==> src/rtl/vfr_ctrl_pkg.sv <==
// Shared definitions for the multi-bank frame-reader controller:
// PRC register map, write payloads and the sequencing state type.
package vfr_ctrl_pkg;

    localparam logic [31:0] REG_GO        = 32'd0;
    localparam logic [31:0] REG_INTERRUPT = 32'd2;
    localparam logic [31:0] REG_ADDRESS   = 32'd3;
    localparam logic [31:0] REG_TYPE      = 32'd4;
    localparam logic [31:0] REG_SAMPLES   = 32'd5;
    localparam logic [31:0] REG_WORDS     = 32'd6;

    // GO register payloads: bit0 = go, bit1 = interrupt enable
    localparam logic [31:0] GO_WITH_IRQ = 32'd3;
    localparam logic [31:0] PRC_STOP    = 32'd0;
    localparam logic [31:0] IRQ_CLEAR   = 32'd2;
    localparam logic [31:0] TYPE_VIDEO  = 32'd0;

    typedef enum logic [3:0] {
        IDLE,
        LATCH,
        WR_ADDR,
        WR_SAMPLES,
        WR_WORDS,
        WR_TYPE,
        WR_GO,
        WAIT_IRQ,
        CLR_IRQ,
        ABORT_STOP,
        ABORT_CLR
    } state_t;

endpackage

==> src/rtl/vfr_multibank_controller_bank_select.sv <==
// Registered per-bank field selector; out-of-range bank requests saturate
// to the last bank and the captured fields stay put until the next capture.
module vfr_bank_select #(
    parameter int NUM_BANKS        = 4,
    parameter int BANK_SEL_WIDTH   = 2,
    parameter int RES_WIDTH        = 16,
    parameter int INTERLACED_WIDTH = 4,
    parameter int ADDR_WIDTH       = 32,
    parameter int SAMPLES_WIDTH    = 32,
    parameter int WORDS_WIDTH      = 32
) (
    input  logic                                   clock,
    input  logic                                   reset,
    input  logic                                   capture,
    input  logic [BANK_SEL_WIDTH-1:0]              next_bank,
    input  logic [NUM_BANKS*RES_WIDTH-1:0]         bank_width,
    input  logic [NUM_BANKS*RES_WIDTH-1:0]         bank_height,
    input  logic [NUM_BANKS*INTERLACED_WIDTH-1:0]  bank_interlaced,
    input  logic [NUM_BANKS*ADDR_WIDTH-1:0]        bank_base_address,
    input  logic [NUM_BANKS*SAMPLES_WIDTH-1:0]     bank_samples,
    input  logic [NUM_BANKS*WORDS_WIDTH-1:0]       bank_words,
    output logic [BANK_SEL_WIDTH-1:0]              bank,
    output logic [RES_WIDTH-1:0]                   width,
    output logic [RES_WIDTH-1:0]                   height,
    output logic [INTERLACED_WIDTH-1:0]            interlaced,
    output logic [ADDR_WIDTH-1:0]                  base_address,
    output logic [SAMPLES_WIDTH-1:0]               samples,
    output logic [WORDS_WIDTH-1:0]                 words
);

    logic [BANK_SEL_WIDTH-1:0] sel;

    always_comb begin
        sel = next_bank;
        if (int'(next_bank) >= NUM_BANKS)
            sel = BANK_SEL_WIDTH'(NUM_BANKS - 1);
    end

    always_ff @(posedge clock or posedge reset) begin
        if (reset) begin
            bank         <= '0;
            width        <= '0;
            height       <= '0;
            interlaced   <= '0;
            base_address <= '0;
            samples      <= '0;
            words        <= '0;
        end else if (capture) begin
            bank         <= sel;
            width        <= bank_width[int'(sel)*RES_WIDTH +: RES_WIDTH];
            height       <= bank_height[int'(sel)*RES_WIDTH +: RES_WIDTH];
            interlaced   <= bank_interlaced[int'(sel)*INTERLACED_WIDTH +: INTERLACED_WIDTH];
            base_address <= bank_base_address[int'(sel)*ADDR_WIDTH +: ADDR_WIDTH];
            samples      <= bank_samples[int'(sel)*SAMPLES_WIDTH +: SAMPLES_WIDTH];
            words        <= bank_words[int'(sel)*WORDS_WIDTH +: WORDS_WIDTH];
        end
    end

endmodule

==> src/rtl/vfr_multibank_controller.sv <==
// Frame-reader controller: programs the PRC one frame at a time over an
// Avalon-MM write master, with bank selection, continuous mode and a watchdog.
module vfr_multibank_controller
    import vfr_ctrl_pkg::*;
#(
    parameter int NUM_BANKS        = 4,
    parameter int BANK_SEL_WIDTH   = 2,
    parameter int RES_WIDTH        = 16,
    parameter int INTERLACED_WIDTH = 4,
    parameter int ADDR_WIDTH       = 32,
    parameter int SAMPLES_WIDTH    = 32,
    parameter int WORDS_WIDTH      = 32,
    parameter int TIMEOUT_WIDTH    = 24
) (
    input  logic                                   clock,
    input  logic                                   reset,
    output logic [31:0]                            master_address,
    output logic                                   master_write,
    output logic [31:0]                            master_writedata,
    input  logic                                   master_waitrequest,
    input  logic                                   master_interrupt_receive,
    input  logic                                   go_bit,
    input  logic                                   continuous,
    input  logic [BANK_SEL_WIDTH-1:0]              next_bank,
    input  logic [TIMEOUT_WIDTH-1:0]               timeout_cycles,
    input  logic [NUM_BANKS*RES_WIDTH-1:0]         bank_width,
    input  logic [NUM_BANKS*RES_WIDTH-1:0]         bank_height,
    input  logic [NUM_BANKS*INTERLACED_WIDTH-1:0]  bank_interlaced,
    input  logic [NUM_BANKS*ADDR_WIDTH-1:0]        bank_base_address,
    input  logic [NUM_BANKS*SAMPLES_WIDTH-1:0]     bank_samples,
    input  logic [NUM_BANKS*WORDS_WIDTH-1:0]       bank_words,
    output logic                                   running,
    output logic                                   frame_complete,
    output logic                                   timeout_error,
    output logic [BANK_SEL_WIDTH-1:0]              current_bank,
    output logic [15:0]                            frame_count,
    output logic [RES_WIDTH-1:0]                   width_of_next_vid_packet,
    output logic [RES_WIDTH-1:0]                   height_of_next_vid_packet,
    output logic [INTERLACED_WIDTH-1:0]            interlaced_of_next_vid_packet,
    output logic                                   do_control_packet
);

    state_t                    state;
    logic [TIMEOUT_WIDTH-1:0]  watchdog;
    logic                      go_prev;
    logic                      capture;
    logic                      timeout_hit;
    logic [ADDR_WIDTH-1:0]     base_address;
    logic [SAMPLES_WIDTH-1:0]  samples;
    logic [WORDS_WIDTH-1:0]    words;

    // Bank fields are sampled exactly on the edge that enters LATCH
    assign capture = ((state == IDLE) && go_bit) ||
                     ((state == CLR_IRQ) && !master_waitrequest && continuous && go_bit);

    assign timeout_hit = (timeout_cycles != '0) &&
                         (watchdog == timeout_cycles - TIMEOUT_WIDTH'(1));

    vfr_bank_select #(
        .NUM_BANKS        (NUM_BANKS),
        .BANK_SEL_WIDTH   (BANK_SEL_WIDTH),
        .RES_WIDTH        (RES_WIDTH),
        .INTERLACED_WIDTH (INTERLACED_WIDTH),
        .ADDR_WIDTH       (ADDR_WIDTH),
        .SAMPLES_WIDTH    (SAMPLES_WIDTH),
        .WORDS_WIDTH      (WORDS_WIDTH)
    ) bank_select (
        .clock             (clock),
        .reset             (reset),
        .capture           (capture),
        .next_bank         (next_bank),
        .bank_width        (bank_width),
        .bank_height       (bank_height),
        .bank_interlaced   (bank_interlaced),
        .bank_base_address (bank_base_address),
        .bank_samples      (bank_samples),
        .bank_words        (bank_words),
        .bank              (current_bank),
        .width             (width_of_next_vid_packet),
        .height            (height_of_next_vid_packet),
        .interlaced        (interlaced_of_next_vid_packet),
        .base_address      (base_address),
        .samples           (samples),
        .words             (words)
    );

    // Each write state loads the following write only when the current one is accepted
    always_ff @(posedge clock or posedge reset) begin
        if (reset) begin
            state             <= IDLE;
            watchdog          <= '0;
            go_prev           <= 1'b0;
            master_address    <= '0;
            master_write      <= 1'b0;
            master_writedata  <= '0;
            running           <= 1'b0;
            frame_complete    <= 1'b0;
            timeout_error     <= 1'b0;
            frame_count       <= '0;
            do_control_packet <= 1'b0;
        end else begin
            go_prev           <= go_bit;
            frame_complete    <= 1'b0;
            do_control_packet <= 1'b0;
            if (go_bit && !go_prev)
                timeout_error <= 1'b0;

            case (state)
                IDLE: begin
                    if (go_bit) begin
                        state             <= LATCH;
                        do_control_packet <= 1'b1;
                    end
                end
                LATCH: begin
                    running          <= 1'b1;
                    master_write     <= 1'b1;
                    master_address   <= REG_ADDRESS;
                    master_writedata <= 32'(base_address);
                    state            <= WR_ADDR;
                end
                WR_ADDR: begin
                    if (!master_waitrequest) begin
                        master_address   <= REG_SAMPLES;
                        master_writedata <= 32'(samples);
                        state            <= WR_SAMPLES;
                    end
                end
                WR_SAMPLES: begin
                    if (!master_waitrequest) begin
                        master_address   <= REG_WORDS;
                        master_writedata <= 32'(words);
                        state            <= WR_WORDS;
                    end
                end
                WR_WORDS: begin
                    if (!master_waitrequest) begin
                        master_address   <= REG_TYPE;
                        master_writedata <= TYPE_VIDEO;
                        state            <= WR_TYPE;
                    end
                end
                WR_TYPE: begin
                    if (!master_waitrequest) begin
                        master_address   <= REG_GO;
                        master_writedata <= GO_WITH_IRQ;
                        state            <= WR_GO;
                    end
                end
                WR_GO: begin
                    if (!master_waitrequest) begin
                        master_write <= 1'b0;
                        watchdog     <= '0;
                        state        <= WAIT_IRQ;
                    end
                end
                WAIT_IRQ: begin
                    watchdog <= watchdog + TIMEOUT_WIDTH'(1);
                    if (master_interrupt_receive) begin
                        master_write     <= 1'b1;
                        master_address   <= REG_INTERRUPT;
                        master_writedata <= IRQ_CLEAR;
                        state            <= CLR_IRQ;
                    end else if (timeout_hit) begin
                        master_write     <= 1'b1;
                        master_address   <= REG_GO;
                        master_writedata <= PRC_STOP;
                        state            <= ABORT_STOP;
                    end
                end
                CLR_IRQ: begin
                    if (!master_waitrequest) begin
                        master_write   <= 1'b0;
                        frame_complete <= 1'b1;
                        frame_count    <= frame_count + 16'd1;
                        if (continuous && go_bit) begin
                            state             <= LATCH;
                            do_control_packet <= 1'b1;
                        end else begin
                            state   <= IDLE;
                            running <= 1'b0;
                        end
                    end
                end
                ABORT_STOP: begin
                    if (!master_waitrequest) begin
                        master_address   <= REG_INTERRUPT;
                        master_writedata <= IRQ_CLEAR;
                        state            <= ABORT_CLR;
                    end
                end
                ABORT_CLR: begin
                    if (!master_waitrequest) begin
                        master_write  <= 1'b0;
                        timeout_error <= 1'b1;
                        running       <= 1'b0;
                        state         <= IDLE;
                    end
                end
                default: state <= IDLE;
            endcase
        end
    end

endmodule

==> config.mk <==
export PLATFORM = sky130hd
export DESIGN_NAME = vfr_multibank_controller
export DESIGN_NICKNAME = d
export VERILOG_FILES = /design/src/rtl/vfr_ctrl_pkg.sv /design/src/rtl/vfr_multibank_controller_bank_select.sv /design/src/rtl/vfr_multibank_controller.sv
export SDC_FILE = /design/constraint.sdc
export NUM_CORES = 1
export LEC_CHECK = 0
export CAP_MARGIN = 20
export CORE_AREA = 2 2 263 265
export CTS_CLUSTER_SIZE = 14
export DETAILED_ROUTE_END_ITERATION = 6
export DIE_AREA = 0 0 265 267
export GPL_TIMING_DRIVEN = 0
export REMOVE_ABC_BUFFERS = 1
export SETUP_SLACK_MARGIN = 0.15
export SLEW_MARGIN = 20
export SYNTH_ARGS = -nofsm -noshare
export SYNTH_HDL_FRONTEND = slang
export SYNTH_SLANG_ARGS = --single-unit
==> constraint.sdc <==
create_clock -name clock -period 8.2 [get_ports clock]
set_clock_uncertainty 0.05 [all_clocks]
set_input_delay 1.64 -clock clock [delete_from_list [all_inputs] [get_ports clock]]
set_output_delay 1.64 -clock clock [all_outputs]
set_load 0.005 [all_outputs]
==> summary.md <==
| Metric | Value |
|---|---|
| Primary FF master, synth | dfrtp_1 |
| Synthesis-to-finish area growth | 62.81% |
| Clock-pin slew on the worst setup and hold paths | 0.06 ns |
| Top-area cell type share of the netlist area | 40.50% |
| Final Setup Violations | 0 |
| Status | finished with violations |
| Ys async rst share | 100.0% |
| XOR/XNOR share of the synthesized area | 2.922% |
| TNS Setup | 0 ns |
| TritonCTS clock tree | yes |
| Setup bufs post-CTS | 0 |
| Post-route design area | 22,030 um2 |
| Sequential Area | 5480 um2 |
| Final HPWL from detailed placement | 45,910 um |
| Drt total wl | 56,380 um |
| Clk Latency, worst-skew pair | 0.56 ns |
| Final ANT Viol Nets | 0 |
| Vias per cell | 4.528 |
| RSZ-0062 raised after global routing | no |
| Port Buf Inserts | 653 |
| Final hold vios | 0 |
| IO Count | 683 |
| Startpoint types | input port |
| Clock sinks | 219 |
| Crit path kind | in -> reg |
| Minimum clock period | 5.266 ns |
| Cells after synthesis | 1,039 |
| Avg WL per Cell | 21.86 um |
| Multi-input gate area | 7422 um2 |
| Row cnt | 96 |
| First-pass GRT wire length | 80,540 um |
| Max Cap Viol | 0 |
| Inserted Clock Buffers | 28 |
| Grt ovf | 0 |
| Synth top area cells | dfrtp_1 (41%), mux4_2 (22%), mux2_2 (11%), mux2i_1 (3.0%), a222oi_1 (2.2%) |
| # resized after CTS | 0 |
| Starting Density | 19.90% |
| Die Y | 267 um |
| Final Wtd Congestion | 0.9222 |
| Largest family of logic cells by synthesized area | multiplexers |
| Syn avg cell area | 13.02 um2 |
| Layout cell share with drive strength beyond 1 | 21.68% |
| Hold Crit Class | reg -> reg |
| Largest net degree at the start of global routing | 101 |
| Critical Path RT | 8.60 ns |
| Adder-cell share of the synthesized area | 0.3514% |
| Die X | 265 um |
| Core Util, Final | 32.40% |
| P_leak | 8.475 nW |
| Library cells used by synthesis | 70 |
| Fin. max-slew vios | 0 |
| Post-synthesis register bit count | 219 |
| Vias in the first global route | 12.39k |
| Vias | 11.68k |
| Total power divided by cell area | 264.1 nW/um2 |
| Final worst-path cycle share | 64.22% |
| DRC | 2 |
| Worst Max-Slew Pin Slew | 0.9443 ns |
| Post-synth EDFFs | 0 |
| Clock buffer depth | 3 |
| Drt initial violations | 747 |
| Netlist Area Pre-Place | 13,530 um2 |
| Initial antenna violation count | 15 |
| Slew HR | 36.86% |
| Pre-antenna DRT Iters | 7 |
| Synth Area in Compound Gates | 6.464% |
| Post-synth top area cell | dfrtp_1 |
| # nets final | 2,236 |
| Simple-Gate Fraction of Synth Area | 7.721% |
| Failing checks | DRC |
| Die area | 70,760 um2 |
| Fmax | 0.1899 GHz |
| Max H-tree Level | 1 |
| Hold buffer count at CTS | 0 |
| Top-count cell post-synth | dfrtp_1 |
| Post-synthesis sequential area ratio | 40.50% |
| VDD IR max | 0.1813 mV |
| Max Fanout on Critical Path | 35 |
| Synth warn | 0 |
| Critical Path Sink Type | flip-flop |
| Most frequent cells after synthesis | dfrtp_1 (219), mux2_2 (136), mux4_2 (132), clkbuf_1 (48) |
| Crit path arrival time | 5.67 ns |
| Fillers | 6,749 |
| Cell Area, Placed | 21,070 um2 |
| Total track usage | 15.26% |
| Mux cell area share after synthesis | 36.43% |
| Root Buffer | clkbuf_16 |
| Core area | 67,990 um2 |
| Tot Pwr | 0.005817 W |
## worst max-delay path, stage by stage
cell             delay, ns
clkdlybuf4s50_1       0.54
inv_1                 0.11
ha_1                  0.20
or2b_2                0.38
nor4_4                0.39
nand3_1               0.13
a221oi_1              0.27
nand4_1               0.31
o31ai_4               0.43
and2_4                0.82
mux2_2                0.41
## routing by layer
layer  track usage (%)  up-vias  wire [um]
met5                 0        -         61
met4             3.436       10       1251
met3             3.856       71       4305
met2             27.98      478      29490
met1             17.80     5871      21270
li1                  -     5248          -
## flip-flops by register name, summed over array words and instances, names as in the netlist, 2 cells and up
signal,count
master_address,3
bank_select.base_address,32
bank_select.bank,2
bank_select.width,16
bank_select.words,32
frame_count,16
bank_select.samples,32
bank_select.height,16
master_writedata,32
bank_select.interlaced,4
watchdog,24
state,4
## cell type report
class	instances	share of cell area, %
Timing Repair Buffer	676	31.26
Clock buffer	39	3.692
Multi-Input combinational cell	703	33.69
Tap cell	882	5.010
Inverter	45	0.8009
Sequential cell	219	24.88
Antenna cell	4	0.04544
Clock inverter	11	0.6191
## through the flow
stage,setup slack [ns],hold WS (ns),cells
4_1_cts,2.953,0.4316,2575
5_1_grt,2.715,0.4529,2577
3_5_place_dp,2.327,0.4242,2525
3_3_place_gp,-10.61,0.4212,2502
2_1_floorplan,-3.913,0.3919,967
6_report,2.934,0.4206,2579
## placed cells by master (no fill, tap or decap), types with 16 or more instances in the layout
master             n
a21oi_1           16
a222oi_1          30
clkbuf_16         29
clkdlybuf4s50_1  651
conb_1            29
dfrtp_1          219
inv_1             43
mux2_2           136
mux2i_1           41
mux4_2           132
nand2_1           44
nand3_1           34
nor2_1            35
o21ai_0           37
xnor2_1           24
xor2_1            18
## report_power, final
group	switching, W	internal [W]	total (W)
registers	0.000361	0.00159	0.00195
clock network	0.000503	0.000780	0.00128
logic	0.00110	0.00148	0.00258
## worst paths after layout
kind / endpoint / from / cells past startpoint / slack (ns)
min reg2reg: frame_count[15] / frame_count[15] / 1 / 0.42
max: master_writedata[1] / timeout_cycles[0] / 11 / 2.93
min in group asynchronous: bank_select.words[22] / reset / 2 / 1.38
min: frame_count[15] / frame_count[15] / 1 / 0.42
max reg2reg: bank_select.width[10] / state[3] / 12 / 4.45
max in group asynchronous: bank_select.words[25] / reset / 3 / 5.89
## logic make-up after synthesis
group                      after synthesis
adders and majority gates                4
other                                    1
AOI/OAI and AO/OA                      118
buffers and inverters                  145
DFF                                    219
and+or+nand+nor                        199
muxes                                  310
xor gates and xnor gates                43
Power figures use the tool's default switching activity.
